===== src/rtl/dual_port_memory_pkg.sv =====
// Shared width defaults and sizing helper for the dual-port memory.
package dual_port_memory_pkg;

    localparam int DPM_ADDR_WIDTH = 4;
    localparam int DPM_DATA_WIDTH = 8;

    // Number of words addressable by an address of the given width.
    function automatic int dpm_depth(input int addr_width);
        return 1 << addr_width;
    endfunction

endpackage


===== src/rtl/dual_port_memory.sv =====
// Simple dual-port memory: one write port, one registered read port, single clock.
// Define DUAL_PORT_MEMORY_WRITE_FIRST_EN for write-first same-address behaviour (default read-first).
module dual_port_memory
    import dual_port_memory_pkg::*;
#(
    parameter int ADDR_WIDTH = DPM_ADDR_WIDTH,
    parameter int DATA_WIDTH = DPM_DATA_WIDTH
) (
    input  logic                  clk,
    input  logic                  rst_n,
    input  logic                  wr_en,
    input  logic [ADDR_WIDTH-1:0] wr_addr,
    input  logic [DATA_WIDTH-1:0] din,
    input  logic                  rd_en,
    input  logic [ADDR_WIDTH-1:0] rd_addr,
    output logic [DATA_WIDTH-1:0] dout,
    output logic                  rd_valid
);

    localparam int DEPTH = dpm_depth(ADDR_WIDTH);

    logic [DATA_WIDTH-1:0] mem [DEPTH];
    logic [DATA_WIDTH-1:0] read_word;

    // The array is built from resettable flops so reset can clear every word.
    always_ff @(posedge clk or negedge rst_n) begin
        if (!rst_n) begin
            for (int i = 0; i < DEPTH; i++) begin
                mem[i] <= '0;
            end
        end else if (wr_en) begin
            mem[wr_addr] <= din;
        end
    end

`ifdef DUAL_PORT_MEMORY_WRITE_FIRST_EN
    always_comb begin
        read_word = mem[rd_addr];
        if (wr_en && (wr_addr == rd_addr)) begin
            read_word = din;
        end
    end
`else
    // Read-first: the array still holds the old word during a colliding write.
    always_comb begin
        read_word = mem[rd_addr];
    end
`endif

    always_ff @(posedge clk or negedge rst_n) begin
        if (!rst_n) begin
            dout     <= '0;
            rd_valid <= 1'b0;
        end else begin
            rd_valid <= rd_en;
            if (rd_en) begin
                dout <= read_word;
            end
        end
    end

endmodule


===== config.mk =====
export PLATFORM = sky130hd
export DESIGN_NAME = dual_port_memory
export DESIGN_NICKNAME = d
export VERILOG_FILES = /design/src/rtl/dual_port_memory_pkg.sv /design/src/rtl/dual_port_memory.sv
export SDC_FILE = /design/constraint.sdc
export NUM_CORES = 1
export LEC_CHECK = 0
export BUFFER_PORTS_ARGS = -buffer_cell sky130_fd_sc_hd__buf_2
export CAP_MARGIN = 10
export CORE_UTILIZATION = 35
export DETAILED_ROUTE_END_ITERATION = 8
export GPL_TIMING_DRIVEN = 0
export SETUP_SLACK_MARGIN = 0.4
export SLEW_MARGIN = 20
export SYNTH_ARGS = -nofsm -noshare
export SYNTH_HDL_FRONTEND = slang
export SYNTH_SLANG_ARGS = --single-unit
export TNS_END_PERCENT = 30

===== constraint.sdc =====
create_clock -name clk -period 1.68 [get_ports clk]
set_clock_uncertainty 0.1 [all_clocks]
set_input_delay 0.084 -clock clk [delete_from_list [all_inputs] [get_ports clk]]
set_output_delay 0.084 -clock clk [all_outputs]
set_load 0.05 [all_outputs]

==> flow_summary.yaml <==
finish:
  diodes: 0
  drive_gt1_frac: 0.5730
  final-seq-area_mm2: 0.003428
  synthToLayoutAreaGrowth_pct: 20.60
  fill_cells: 1540
  multi_input_area_mm2: 0.002784
  final_cells: 677
  final_nets: 462
power_and_ir_drop:
  total_power_mw: 9.581
  ir_drop_v: 0.0007176
  p_leak_nw: 3.175
  p_per_area_mw_per_mm2: 1270
die:
  fp.dieH_um: 135.7
  core_mm2: 0.01736
  start_util: 0.3604
  dieArea_mm2: 0.01841
  fp-row-count: 48
  ios: 29
  die-width_um: 135.7
timing:
  max_freq_ghz: 0.7068
  period_share: 0.8421
  holdWs_ps: 13.41
  slew_viol_final: 0
  rsz0062_at_grt: "true"
  fin_setup_tns_ps: 0
  setup_viol_count_final: 0
  setup_ws_ps: 265.2
  tightest_slew_ps: 813.7
  timing_hold_violations_final: 0
  finalCriticalPeriod_ps: 1415
  slew_headroom: 0.4546
logic_synthesis:
  syn_inst: 385
  synth_top_area_cell: "dfrtp_1"
  seq_area_frac_synth: 0.5480
  yosysUniqueCellTypes: 27
  synth_top_cell_area_share: 0.5480
  yosys_warnings: 0
  ys_ff_latch: 137
  ys_top_cells_by_area: "dfrtp_1, mux2_2, mux4_2"
  syn_nets: 405
  syn_avg_cell_area_um2: 16.25
  synth_area_mm2: 0.006256
place:
  dp_hpwl_mm: 9.519
  io_buffers: 23
  gp_congestion: 0.7606
  dp_slack_ps: -202.8
  placedCellCount: 634
setup_path:
  crit_slowest_cell: "mux4_2"
  crit_path_end_kind: "register"
  crit_buf_inv: 0
  crit_fanout: 2
  arrival_ps: 1570
  startpoint_type: "register"
  slowest_delay_ps: 510
  crit_required_ps: 1840
  crit_chain: "mux4_2, mux2i_4, a221oi_2"
  rrSetupSlack_ps: 270
  crit_family: "multiplexers"
  critPathKind: "register to register"
route:
  vias: 3529
  final_antenna_net_count: 0
  met2_length_mm: 7.083
  drcViolationCount: 0
  routed.top_layer: "met4"
  met1_length_mm: 6.805
  dr.pass1.iters: 4
  wire_per_inst_um: 21.20
  routed_wl_mm: 14.35
  met3WireLength_um: 315
  vias_per_cell: 5.213
  drt_iter0_drc: 173
run_status:
  outcome: "finished clean"
clock_tree:
  cts.sinks: 137
  clk_path_buf_depth: 2
  clk_latency_ps: 410
  cts_tree: "yes"
  htreeDepth: 4
  cts_root_buffer: "clkbuf_16"
  clk_pin_slew_worst_paths_ps: 50
  cts_buffers: 17
grt:
  grt_pass1_vias: 3854
  grt_max_degree: 105
  antenna_found_initial: 0
  grt_pass1_wl_mm: 22.86
  gr-total-overflow: 0
  grt_use_total: 0.1734
worst_hold_path:
  min-delay-path-class: "primary input to register"
run:
  drv_cap: 0
[sequential cells by signal, summed over array words and instances, names as in the netlist]
| signal | cells |
|---|---|
| dout | 8 |
| rd_valid | 1 |
| mem | 128 |
[per-stage QoR]
| stage | area [µm²] | util |
|---|---|---|
| after floorplan | 6345 | - |
| after global routing | 7545 | 0.4347 |
| after global placement | 6741 | 0.3884 |
| final | 7545 | 0.4347 |
| after CTS | 7463 | 0.4300 |
| after detailed placement | 6779 | 0.3906 |
[where the power goes]
part / switching (mW) / internal [mW]
combinational: 0.797 / 1.12
clock: 1.26 / 1.97
sequential: 0.372 / 4.06
[path summary, 6_finish.rpt]
path | startpoint | endpoint | depth (start not counted)
max in group asynchronous | rst_n | mem[71] | 3
hold / removal | wr_addr[3] | mem[85] | 3
hold reg to reg | mem[92] | mem[92] | 1
setup reg to reg | mem[49] | dout[1] | 3
min in group asynchronous | rst_n | mem[91] | 2
setup / recovery | mem[49] | dout[1] | 3
[synth_stat cells]
library cell	instances
a221oi_1	8
and2_1	1
buf_1	4
buf_2	4
buf_4	7
buf_6	2
clkbuf_1	9
clkbuf_4	2
dfrtp_1	137
mux2_2	120
mux2_4	8
mux2i_1	8
mux4_2	32
nand2_1	2
nand2b_1	2
nand2b_4	2
nand3_1	2
nand3b_1	2
nor2_1	8
nor2_2	6
nor3_2	3
nor3_4	3
nor4_4	1
o22ai_1	8
or2_2	1
or3_1	2
or4_4	1
[worst min-delay path, cell delays in order]
cell and delay, ps:
buf_12 100, nor3_4 80, mux2_2 220
[placed cells by master (no fill, tap or decap), types with 4 or more instances in the layout]
cell             n
dfrtp_1        137
mux2_2         120
mux4_2          32
buf_2           26
clkbuf_16       18
clkbuf_1        12
dlygate4sd3_1   10
nor2_1           8
mux2_4           8
buf_12           5
nor3_4           5
nor2_2           5
o22ai_2          5
buf_4            4
buf_1            4
mux2i_1          4
a221oi_1         4
clkbuf_8         4
a221oi_2         4
clkinv_2         4
[per-layer routing]
layer | vias to the layer above | track usage
met3 | 12 | 0.03928
met4 | 0 | 0.04744
li1 | 1560 | -
met1 | 1909 | 0.2353
met2 | 48 | 0.2781
met5 | - | 0
[kinds of logic (layout without fill, tap and decap cells)]
kind of cell	Yosys count	in the layout	share of synthesized area
flip-flops	137	137	0.5480
AND/OR/NAND/NOR	36	36	0.04420
AO/OA/AOI/OAI	16	16	0.01920
multiplexers	168	168	0.3632
buffers and inverters	28	95	0.02540
[what timing repair did]
item | 4_1_cts | 5_1_grt
endpoints found under the hold margin | 187 | 0
gates resized for setup | 11 | 12
hold buffers | 10 | 0
endpoints found under the setup margin | 34 | 86
pin swaps | 7 | 2
setup buffers | 2 | 2
[layout make-up]
cell class,instances,area share
Timing Repair Buffer,38,0.03914
Multi-Input combinational cell,220,0.3690
Tap cell,225,0.03731
Clock buffer,25,0.06434
Buffer,28,0.03317
Clock inverter,4,0.002653
Sequential cell,137,0.4544
Power figures use the tool's default switching activity.
